File: src/rtl/breakout_pkg.sv
// Shared breakout definitions: play-state encoding and screen geometry.
// The state values are shown by the score overlay, so they are fixed numbers.
package breakout_pkg;

  typedef enum logic [2:0] {
    ST_ATTRACT = 3'd0,
    ST_SERVE   = 3'd1,
    ST_PLAY    = 3'd2,
    ST_PAUSE   = 3'd3,
    ST_MISS    = 3'd4,
    ST_OVER    = 3'd5,
    ST_WIN     = 3'd6
  } state_e;

  localparam int MAX_X          = 640;
  localparam int MAX_Y          = 480;
  localparam int TICK_Y_DEFAULT = 481;

endpackage

File: src/rtl/frame_sampler.sv
// Button conditioner: 2-flop synchroniser, once-per-frame sampling and a rising-edge
// press pulse that is only asserted in the frame_tick cycle.
module frame_sampler (
  input  logic clock,
  input  logic reset,
  input  logic btn_i,
  input  logic tick_i,
  output logic press_o
);

  logic sync1_q, sync2_q, sample_q;

  always_ff @(posedge clock or posedge reset) begin
    if (reset) begin
      sync1_q  <= 1'b0;
      sync2_q  <= 1'b0;
      sample_q <= 1'b0;
    end else begin
      sync1_q <= btn_i;
      sync2_q <= sync1_q;
      if (tick_i) sample_q <= sync2_q;
    end
  end

  // sync2_q is the sample being taken this tick, sample_q the one from the last frame
  assign press_o = tick_i & sync2_q & ~sample_q;

endmodule

File: src/rtl/game_sequencer.sv
// Breakout play controller: frame tick from the scan position, button presses and the
// attract/serve/play/pause/miss/over/win sequencer that gates paddle and ball motion.
module game_sequencer
  import breakout_pkg::*;
#(
  parameter int LIVES       = 3,
  parameter int MISS_FRAMES = 60,
  parameter int END_FRAMES  = 180,
  parameter int TICK_Y      = TICK_Y_DEFAULT
) (
  input  logic       clock,
  input  logic       reset,
  input  logic [9:0] pixel_x,
  input  logic [9:0] pixel_y,
  input  logic       btn_start,
  input  logic       btn_pause,
  input  logic       ball_miss,
  input  logic       bricks_clear,
  output logic       frame_tick,
  output logic       paddle_run,
  output logic       ball_run,
  output logic       ball_hold,
  output logic       bricks_load,
  output logic [2:0] lives_left,
  output logic [2:0] game_state
);

  logic   match, match_q;
  logic   start_press, pause_press;
  state_e state_q;
  logic [2:0] lives_q;
  logic [7:0] cnt_q;
  logic   paddle_run_q, ball_run_q, ball_hold_q, bricks_load_q;

  assign match = (pixel_y == 10'(TICK_Y)) && (pixel_x == 10'd0);

  always_ff @(posedge clock or posedge reset) begin
    if (reset) match_q <= 1'b0;
    else       match_q <= match;
  end

  // The scan position dwells for several clocks; only the first one ticks.
  assign frame_tick = match & ~match_q & ~reset;

  frame_sampler u_start (
    .clock   (clock),
    .reset   (reset),
    .btn_i   (btn_start),
    .tick_i  (frame_tick),
    .press_o (start_press)
  );

  frame_sampler u_pause (
    .clock   (clock),
    .reset   (reset),
    .btn_i   (btn_pause),
    .tick_i  (frame_tick),
    .press_o (pause_press)
  );

  always_ff @(posedge clock or posedge reset) begin
    if (reset) begin
      state_q       <= ST_ATTRACT;
      lives_q       <= 3'd0;
      cnt_q         <= 8'd0;
      paddle_run_q  <= 1'b0;
      ball_run_q    <= 1'b0;
      ball_hold_q   <= 1'b0;
      bricks_load_q <= 1'b0;
    end else begin
      bricks_load_q <= 1'b0;
      // Enables follow the registered state, one cycle behind a transition.
      paddle_run_q  <= (state_q == ST_SERVE) || (state_q == ST_PLAY);
      ball_run_q    <= (state_q == ST_PLAY);
      ball_hold_q   <= (state_q == ST_SERVE);
      case (state_q)
        ST_ATTRACT: begin
          if (start_press) begin
            state_q       <= ST_SERVE;
            lives_q       <= 3'(LIVES);
            bricks_load_q <= 1'b1;
          end
        end
        ST_SERVE: begin
          if (start_press) state_q <= ST_PLAY;
        end
        ST_PLAY: begin
          if (bricks_clear) begin
            state_q <= ST_WIN;
            cnt_q   <= 8'(END_FRAMES);
          end else if (ball_miss) begin
            if (lives_q != 3'd0) lives_q <= lives_q - 3'd1;
            if (lives_q <= 3'd1) begin
              state_q <= ST_OVER;
              cnt_q   <= 8'(END_FRAMES);
            end else begin
              state_q <= ST_MISS;
              cnt_q   <= 8'(MISS_FRAMES);
            end
          end else if (pause_press) begin
            state_q <= ST_PAUSE;
          end
        end
        ST_PAUSE: begin
          if (pause_press) state_q <= ST_PLAY;
        end
        ST_MISS: begin
          if (frame_tick) begin
            if (cnt_q <= 8'd1) begin
              state_q <= ST_SERVE;
              cnt_q   <= 8'd0;
            end else begin
              cnt_q <= cnt_q - 8'd1;
            end
          end
        end
        ST_OVER, ST_WIN: begin
          if (frame_tick) begin
            if (start_press || cnt_q <= 8'd1) begin
              state_q <= ST_ATTRACT;
              cnt_q   <= 8'd0;
            end else begin
              cnt_q <= cnt_q - 8'd1;
            end
          end
        end
        default: state_q <= ST_ATTRACT;
      endcase
    end
  end

  assign paddle_run  = paddle_run_q;
  assign ball_run    = ball_run_q;
  assign ball_hold   = ball_hold_q;
  assign bricks_load = bricks_load_q;
  assign lives_left  = lives_q;
  assign game_state  = state_q;

endmodule

File: config.mk
export PLATFORM = sky130hd
export DESIGN_NAME = game_sequencer
export DESIGN_NICKNAME = d
export VERILOG_FILES = /design/src/rtl/breakout_pkg.sv /design/src/rtl/frame_sampler.sv /design/src/rtl/game_sequencer.sv
export SDC_FILE = /design/constraint.sdc
export NUM_CORES = 1
export LEC_CHECK = 0
export CELL_PAD_IN_SITES_DETAIL_PLACEMENT = 1
export CELL_PAD_IN_SITES_GLOBAL_PLACEMENT = 1
export CORE_MARGIN = 5
export CORE_UTILIZATION = 30
export DETAILED_ROUTE_END_ITERATION = 16
export DONT_BUFFER_PORTS = 1
export PLACE_DENSITY_LB_ADDON = 0.1
export SLEW_MARGIN = 10
export SYNTH_ARGS = -nofsm -noshare
export SYNTH_HDL_FRONTEND = slang
export SYNTH_SLANG_ARGS = --single-unit
File: constraint.sdc
create_clock -name clock -period 4.1 [get_ports clock]
set_input_delay 0.615 -clock clock [delete_from_list [all_inputs] [get_ports clock]]
set_output_delay 0.615 -clock clock [all_outputs]
set_load 0.02 [all_outputs]
==> metrics.txt, run 1 <==
Post-Route Skew 10.11 ps; Worst Setup Slack, final 1703 ps; peak clock frequency supported by timing 0.4172 GHz; worst hold path type reg2reg; total clock buffers created by CTS 3; number of warnings issued by yosys 0; Critical Path Start Type input port; total die area 0.006810 sq mm; relative contribution of combinational cells to total power 34.3%; Top Ports 37; Area after DPL 0.001644 sq mm; number of antenna violations at the first check in global routing 0; H-tree depth reported by CTS 1; type of destination of the critical path output pin; deepest clock path buffer count 2; CP bufs+invs 0; detailed-routing iteration count for the pre-antenna-repair pass 4; largest area contributor in the synthesized netlist dfrtp_1; delay of the slowest cell on the worst path 670 ps; Reg area 625.6 sq um; ordered list of cells on the worst path and4bb_1, nand3_1, nor3_1; Sw Ratio 44.86%; most area-consuming cells after synthesis dfrtp_1, ha_1, nor2_1; area of combinational cells with multiple inputs 889.6 sq um; root buffer cell clkbuf_8; residual DRC count 0; required time reported for the critical path endpoint 3480 ps; number of library cell types mapped by synthesis 55; share of the core filled with cells in the final layout 33.07%; setup TNS after final layout 0 ps; maximum number of pins on one net before global-route repair 26; Net Switching 390.6 uW; Area growth syn-to-layout 7.058%; pins over their slew limit 0; cell types with the highest counts after synthesis dfrtp_1, nor2_1, nand2_1; P_int 480.2 uW; global route overflow 0; power density over the cells 515.6 mW/mm^2; DRT Wirelength 4554 um; via count of the first global-routing pass 1524; Slowest cell on crit path nor3_1; post-CTS resize count 0; pre-CTS setup slack 1673 ps; final standard cell count with taps included and fillers excluded 237; stages on the worst setup path 3; routability cong. 0.7753; share of the clock period used by the worst path after layout 58.46%; register with the highest flop count cnt_q; async set-reset flop share out of synthesis 100.0%; EDFF count, synth 0; DP Cell Count 233; flops & latches, synth 25; biggest fanout along the worst timing path 5; relative contribution of the clock network to total power 17.3%; number of DRC markers in iteration 0 40; final antenna diode count 0; hold_buf cts 0; portion of synthesized cell area occupied by the leading cell type 39.65%; vias per inst 5.443; wire length of the first global-routing pass 7541 um; FF-to-FF path depth 5; clock tree from TritonCTS built; actual transition at the worst max-transition pin 1020 ps; total count of hold-check failures in the final report 0; result of the run complete, no violations; total non-filler cell area in the finished layout 0.001689 sq mm; number of max-capacitance violations reported 0; number of buffers added on ports 0; Final setup violation count 0; WL/cell 19.22 um; most instantiated flip-flop cell in the synthesis netlist dfrtp_1; source-to-sink clock delay at the later pin of the worst-skew pair 270 ps; sequential power share 48.4%; number of placement rows 26; unrepaired setup endpoints after global routing false; total of fill cells in the finished design 624; average size of a mapped cell 9.448 sq um; area of the core region 0.005107 sq mm; Nets 199; starting density of the core 30.89%; worst supply voltage drop on vdd 0.0001848 V; sinks on the clock net 25; hold path cells 0; die width 82.52 um; worst-case headroom to the max-slew limit 31.95%; min cycle time layout 2397 ps; kind of critical path in2out; max FFs per register 8; cell area after synthesis 0.001578 sq mm; global router's overall resource usage 14.68%; fraction of final layout cells with drive strength greater than 1 8.982%; cell family with most CP delay simple AND/OR/NAND/NOR gates; remaining antenna violation count 0; register clock-pin slew on the reported worst setup and hold paths 80 ps; total nets after synthesis 198; instance count of the mapped netlist 167; most frequent cell after synthesis dfrtp_1; share of the yosys chip area belonging to registers 39.65%; postcts setup bufs 0; CP arrival 1780 ps; leakage 0.0007055 uW; DIE HEIGHT 82.52 um; HPWL reported at the end of detailed placement 3558 um; routed vias 1290
[per-stage QoR]
| step | total power (uW) | hold slack [ps] |
|---|---|---|
| floorplan | 636.3 | 331.2 |
| global placement | 718.1 | 343.5 |
| detailed placement | 730.6 | 335.7 |
| CTS | 886.6 | 357.3 |
| global route | 944.4 | 340.0 |
| finish | 870.8 | 367.5 |
[cell type report]
| class | instances | area share [%] |
|---|---|---|
| multi-input combinational | 127 | 52.67 |
| sequential | 25 | 37.04 |
| tap | 70 | 5.185 |
| clock buffer | 4 | 2.667 |
| inverter | 11 | 2.444 |
[worst paths after layout]
| kind | startpoint | end | slack, ps |
|---|---|---|---|
| max reg2reg | cnt_q[5] | cnt_q[4] | 1950 |
| min in group asynchronous | reset | cnt_q[6] | 470 |
| max in group asynchronous | reset | match_q | 3010 |
| min | u_start.sync1_q | u_start.sync2_q | 370 |
| min reg2reg | u_start.sync1_q | u_start.sync2_q | 370 |
| max | pixel_y[4] | frame_tick | 1700 |
[power by group through the flow]
stage	clock, uW	combinational (uW)	sequential (uW)
2_1_floorplan	0	261	376
3_3_place_gp	0	291	427
4_1_cts	158	303	425
6_report	150	299	422
3_5_place_dp	0	300	431
5_1_grt	168	341	436
[placed cells by master, fill, tap and decap left out, types with 2 or more instances in the layout]
| cell type | Yosys | final |
|---|---|---|
| o21ai_0 | 5 | 5 |
| or2_2 | 2 | 2 |
| o211ai_1 | 4 | 4 |
| a21o_1 | 2 | 2 |
| a21oi_1 | 4 | 4 |
| nor3_1 | 4 | 4 |
| inv_1 | 11 | 11 |
| and3_1 | 3 | 3 |
| nor2_1 | 16 | 16 |
| a22oi_1 | 2 | 2 |
| clkbuf_8 | 0 | 3 |
| nand2_1 | 15 | 15 |
| mux2_1 | 4 | 4 |
| a31oi_1 | 3 | 3 |
| nor4b_1 | 6 | 6 |
| a21boi_0 | 2 | 2 |
| ha_1 | 5 | 5 |
| nor2b_1 | 4 | 4 |
| o21ai_1 | 4 | 4 |
| dfrtp_1 | 25 | 25 |
| a32oi_1 | 3 | 3 |
| and4_1 | 3 | 3 |
| nand3_1 | 6 | 6 |
[per-layer routing]
layer	vias up	GRT usage, %	part of all wire (%)
met5	-	0	0
met4	0	3.431	1.2
met3	6	4.121	4.1
met2	22	25.96	51
met1	642	17.55	44
li1	620	-	-
[cells by family (layout without fill, tap and decap cells)]
group	after synthesis	in the layout	synth area share (%)
AO/OA/AOI/OAI	44	44	21.89
flip-flops	25	25	39.65
adder cells (fa/ha/maj)	6	6	4.600
XOR/XNOR	1	1	0.5552
AND/OR/NAND/NOR	71	71	25.77
buffers and inverters	15	15	3.965
multiplexers	5	5	3.568
No activity file was read; power rests on OpenSTA's default activity.
==> run 2: changes to the inputs <==
--- a/config.mk
+++ b/config.mk
@@ -5,6 +5,7 @@
 export SDC_FILE = /design/constraint.sdc
 export NUM_CORES = 1
 export LEC_CHECK = 0
+export ABC_AREA = 1
 export CELL_PAD_IN_SITES_DETAIL_PLACEMENT = 1
 export CELL_PAD_IN_SITES_GLOBAL_PLACEMENT = 1
 export CORE_MARGIN = 5
==> constraint.sdc (replaced) <==
create_clock -name clock -period 2.3 [get_ports clock]
set_input_delay 0.345 -clock clock [delete_from_list [all_inputs] [get_ports clock]]
set_output_delay 0.345 -clock clock [all_outputs]
set_load 0.02 [all_outputs]
==> run 2 against run 1 <==
  * Worst setup slack got worse by 1200 ps
  * Hold slack got worse by 360 ps
  * Register-to-register slack got worse by 1400 ps
  * Critical path depth rose by 5
  * Area after synthesis fell by 6.5%
  * Sequential share of layout area rose by 1.7 points
  * Sequential cell count did not move
  * Global-route usage fell by 3.2 points
  * Synthesized cell count rose by 9.6%
  * Combinational power fell by 86%
  * Critical endpoint is now lives_left[1]
==> metrics.txt, run 2 <==
result of the run complete, no violations; HPWL reported at the end of detailed placement 2765 um; Critical Path Start Type flip-flop; required time reported for the critical path endpoint 2450 ps; unrepaired setup endpoints after global routing false; deepest clock path buffer count 2; number of placement rows 25; die width 80.12 um; number of buffers added on ports 0; maximum number of pins on one net before global-route repair 26; Post-Route Skew 3.962 ps; root buffer cell clkbuf_8; register clock-pin slew on the reported worst setup and hold paths 80 ps; Area growth syn-to-layout 9.415%; global route overflow 0; CP arrival 1930 ps; fraction of final layout cells with drive strength greater than 1 16.49%; worst supply voltage drop on vdd 0.0002001 V; type of destination of the critical path flip-flop; commonest cells after routing, fill and taps aside nand2_1, inv_1, dfrtp_1; EDFF count, synth 0; DIE HEIGHT 80.12 um; remaining antenna violation count 0; total clock buffers created by CTS 3; wire length of the first global-routing pass 5720 um; most common cell after layout, fill and taps aside nand2_1; reg2reg end lives_left[1]; sequential power share 60.2%; relative contribution of combinational cells to total power 5.6%; cell types with the highest counts after synthesis nand2_1, inv_1, dfrtp_1; worst-case headroom to the max-slew limit 66.90%; min cycle time layout 1780 ps; ordered list of cells on the worst path inv_1, ha_1, nand2_1, nor2_2, nor4_2, nand2_1, nor2_1, a22oi_1; number of DRC markers in iteration 0 68; area of the core region 0.004755 sq mm; Net Switching 171.0 uW; leakage 0.0008259 uW; largest area contributor in the synthesized netlist dfrtp_1; postcts setup bufs 0; most instantiated flip-flop cell in the synthesis netlist dfrtp_1; instance count of the mapped netlist 183; async set-reset flop share out of synthesis 100.0%; global router's overall resource usage 11.45%; Final setup violation count 0; Slowest cell on crit path dfrtp_1; DP Cell Count 251; FF-to-FF path depth 8; number of antenna violations at the first check in global routing 0; routed vias 1164; WL/cell 13.07 um; P_int 584.2 uW; routability cong. 0.7711; detailed-routing iteration count for the pre-antenna-repair pass 4; Nets 220; pins over their slew limit 0; residual DRC count 0; startpoint of the most critical register-to-register path lives_left[0]; share of the core filled with cells in the final layout 33.95%; Sw Ratio 22.64%; average size of a mapped cell 8.061 sq um; final antenna diode count 0; actual transition at the worst max-transition pin 496.5 ps; peak clock frequency supported by timing 0.5617 GHz; sinks on the clock net 25; total nets after synthesis 214; most used cell along the critical path nand2_1; H-tree depth reported by CTS 1; setup TNS after final layout 0 ps; final standard cell count with taps included and fillers excluded 255; source-to-sink clock delay at the later pin of the worst-skew pair 270 ps; kind of critical path reg2reg; hold_buf cts 0; DRT Wirelength 3332 um; number of warnings issued by yosys 0; most frequent cell after synthesis nand2_1; via count of the first global-routing pass 1274; share of the yosys chip area belonging to registers 42.41%; most area-consuming cells after synthesis dfrtp_1, nand2_1, inv_1; power density over the cells 467.9 mW/mm^2; portion of synthesized cell area occupied by the leading cell type 42.41%; number of max-capacitance violations reported 0; cell area after synthesis 0.001475 sq mm; post-CTS resize count 0; worst setup slack for register-to-register paths 520 ps; total count of hold-check failures in the final report 0; worst hold path type in2async; total die area 0.006419 sq mm; share of the clock period used by the worst path after layout 77.40%; flops & latches, synth 25; register with the highest flop count cnt_q; relative contribution of the clock network to total power 34.2%; number of library cell types mapped by synthesis 28; clock tree from TritonCTS built; starting density of the core 31.03%; biggest fanout along the worst timing path 5; delay of the slowest cell on the worst path 530 ps; max FFs per register 8; vias per inst 4.565; Top Ports 37
run 2: stage by stage:
step | area (sq um) | power [uW] | worst slack [ps] | hold WS (ps)
final | 1614 | 755.2 | 519.8 | 11.22
after CTS | 1614 | 776.3 | 483.2 | 19.78
after floorplan | 1475 | 494.0 | 695.8 | 331.2
after global placement | 1569 | 505.0 | 615.0 | 309.9
after global routing | 1614 | 801.2 | 355.2 | 32.23
after detailed placement | 1569 | 507.2 | 501.9 | 317.9
run 2: cell families (layout without fill, tap and decap cells):
group | Yosys count | in the layout | share of synthesized area (%)
AOI/OAI and AO/OA | 20 | 20 | 8.313
and+or+nand+nor | 94 | 94 | 32.40
xor gates and xnor gates | 7 | 7 | 4.156
adders and majority gates | 5 | 5 | 4.241
buffers and inverters | 32 | 37 | 8.481
DFF | 25 | 25 | 42.41
run 2: per-layer routing:
metal  part of all wire (%)  wire, um  track usage [%]  vias to the layer above
met5                      0         0                0                        -
met3                    6.8       227            3.812                        4
li1                       -         -                -                      580
met2                     45      1501            18.13                       27
met4                    1.2        41            3.547                        0
met1                     47      1561            14.70                      553
run 2: cell type report:
class | instances | area [sq um]
Timing Repair Buffer | 3 | 22.52
Fill cell | 606 | 3141
Multi-Input combinational cell | 126 | 724.4
Clock buffer | 4 | 45.04
Tap cell | 67 | 83.83
Sequential cell | 25 | 625.6
Inverter | 30 | 112.6
run 2: power groups by stage:
stage	sequential [uW]	clock [uW]	combinational [uW]
final	455	258	42.0
after global routing	456	296	48.9
after CTS	455	277	43.9
after detailed placement	464	0	43.5
after global placement	464	0	41.4
after floorplan	462	0	32.0
run 2: worst max-delay path by stage:
stage                          to           from
detailed placement  lives_left[1]  lives_left[0]
finish              lives_left[1]  lives_left[0]
CTS                 lives_left[1]  lives_left[0]
global placement    lives_left[0]  lives_left[0]
global route        lives_left[1]  lives_left[0]
floorplan           game_state[0]       cnt_q[0]
run 2: critical path: cells and delay by family (launching register included):
kind                       cells  cell delay, ps
AOI/OAI and AO/OA              1              80
adders and majority gates      1             210
buffers and inverters          1             140
DFF                            1             530
and+or+nand+nor                5             710
==> run 3: changes to the inputs <==
==> constraint.sdc (replaced) <==
create_clock -name clock -period 1.45 [get_ports clock]
set_input_delay 0.2175 -clock clock [delete_from_list [all_inputs] [get_ports clock]]
set_output_delay 0.2175 -clock clock [all_outputs]
set_load 0.02 [all_outputs]
==> run 3 against run 2 <==
  * Global-route usage grew 1.9 points
  * Sequential cell count is the same
  * Clock power grew 60%
  * First-iteration DRC count shrank 87%
  * Design area grew 28%
  * Non-clock buffer count grew 35
  * Critical path depth is the same
  * Critical path type unchanged
  * Largest power group unchanged
==> metrics.txt, run 3 (synthesized netlist as in run 2, its figures left out) <==
residual DRC count 0; total non-filler cell area in the finished layout 0.002062 sq mm; worst supply voltage drop on vdd 0.0003178 V; routed vias 1272; P_int 955.8 uW; delay of the slowest cell on the worst path 380 ps; CP arrival 1560 ps; routability cong. 0.7435; source-to-sink clock delay at the later pin of the worst-skew pair 270 ps; Nets 255; leakage 0.001016 uW; fraction of final layout cells with drive strength greater than 1 43.95%; total die area 0.006419 sq mm; share of the clock period used by the worst path after layout 97.50%; worst hold path type in2reg; remaining antenna violation count 0; relative contribution of the clock network to total power 33.2%; required time reported for the critical path endpoint 1600 ps; via count of the first global-routing pass 1455; Net Switching 287.0 uW; detailed-routing iteration count for the pre-antenna-repair pass 2; H-tree depth reported by CTS 1; Worst Setup Slack, final 36.27 ps; starting density of the core 31.03%; result of the run complete, no violations; Sw Ratio 23.09%; most used cell along the critical path nor2_4; peak clock frequency supported by timing 0.7073 GHz; share of the core filled with cells in the final layout 43.37%; number of DRC markers in iteration 0 9; setup TNS after final layout 0 ps; number of buffers added on ports 0; sinks on the clock net 25; ordered list of cells on the worst path inv_2, ha_4, nand2_4, nor2_4, nor4_4, nand2_2, nor2_4, a22oi_2; number of placement rows 25; deepest clock path buffer count 2; actual transition at the worst max-transition pin 284.3 ps; DP Cell Count 274; max FFs per register 8; biggest fanout along the worst timing path 4; pins over their slew limit 0; sequential power share 57.6%; wire length of the first global-routing pass 6734 um; total count of hold-check failures in the final report 0; Post-Route Skew 4.786 ps; number of max-capacitance violations reported 0; relative contribution of combinational cells to total power 9.2%; die width 80.12 um; pre-CTS setup slack -118.7 ps; most common cell after layout, fill and taps aside nand2_1; area of the core region 0.004755 sq mm; Critical Path Start Type flip-flop; global route overflow 0; type of destination of the critical path flip-flop; DIE HEIGHT 80.12 um; min cycle time layout 1414 ps; commonest cells after routing, fill and taps aside nand2_1, buf_4, inv_1; WL/cell 13.78 um; kind of critical path reg2reg; Slowest cell on crit path dfrtp_2; global router's overall resource usage 13.40%; power density over the cells 602.7 mW/mm^2; root buffer cell clkbuf_8; maximum number of pins on one net before global-route repair 14; Area growth syn-to-layout 39.78%; vias per inst 4.386; number of antenna violations at the first check in global routing 0; register with the highest flop count cnt_q; register clock-pin slew on the reported worst setup and hold paths 90 ps; DRT Wirelength 3996 um; final standard cell count with taps included and fillers excluded 290; Top Ports 37; Final setup violation count 0; HPWL reported at the end of detailed placement 3033 um; Area after DPL 0.001757 sq mm; total clock buffers created by CTS 3; worst-case headroom to the max-slew limit 81.02%; unrepaired setup endpoints after global routing true; clock tree from TritonCTS built; final antenna diode count 0; total of fill cells in the finished design 584
## run 3: changes by cell type in the layout (fill, tap and decap cells not counted), sizes merged
cell         before  now
buf               3   35
dlygate4sd3       0    3
## run 3: final cells by class
type | instances | area [sq um] | share of cell area, %
flip-flops and latches | 25 | 633.1 | 30.70
well taps | 67 | 83.83 | 4.066
clock buffers | 4 | 45.04 | 2.184
repair buffers | 38 | 304.0 | 14.75
inverters | 30 | 115.1 | 5.582
multi-input cells | 126 | 880.8 | 42.72
## run 3: stage by stage
step                      hold WS [ps]  power, uW
after floorplan                  244.5      785.5
after global placement           138.3      822.7
after detailed placement         137.7      826.3
after CTS                        189.6       1272
after global routing             197.9       1334
final                            194.9       1243
## run 3: power by group through the flow
stage	clock, uW	sequential, uW	combinational, uW
after global placement	0	729	93.8
after global routing	485	718	131
after CTS	445	716	112
after detailed placement	0	729	96.9
after floorplan	0	733	52.1
final	412	716	115
## run 3: worst paths after layout
| check | endpoint | depth (start not counted) | from | slack, ps |
|---|---|---|---|---|
| min reg2reg | u_pause.sync2_q | 0 | u_pause.sync1_q | 360 |
| max in group asynchronous | lives_left[0] | 3 | reset | 850 |
| min in group asynchronous | cnt_q[2] | 3 | reset | 400 |
| max | lives_left[1] | 8 | lives_left[0] | 40 |
| max reg2reg | lives_left[1] | 8 | lives_left[0] | 40 |
| min | cnt_q[3] | 3 | bricks_clear | 190 |
## run 3: critical path: cells and delay by family (launching register included)
family | cells | cell delay [ps]
and+or+nand+nor | 5 | 650
DFF | 1 | 380
adders and majority gates | 1 | 150
AOI/OAI and AO/OA | 1 | 70
buffers and inverters | 1 | 60
## run 3: metal layers
metal,GRT usage [%],share of wire (%)
met5,0,0
met4,2.872,0.68
met3,3.812,3.7
met2,23.10,52
met1,16.55,43
## run 3: what timing repair did
action | 4_1_cts | 5_1_grt
hold buffers | 3 | 0
setup buffers | 7 | 3
endpoints found under the setup margin | 10 | 14
gates resized for setup | 19 | 23
endpoints found under the hold margin | 27 | 0
cloned | 0 | 0
pin swaps | 14 | 14
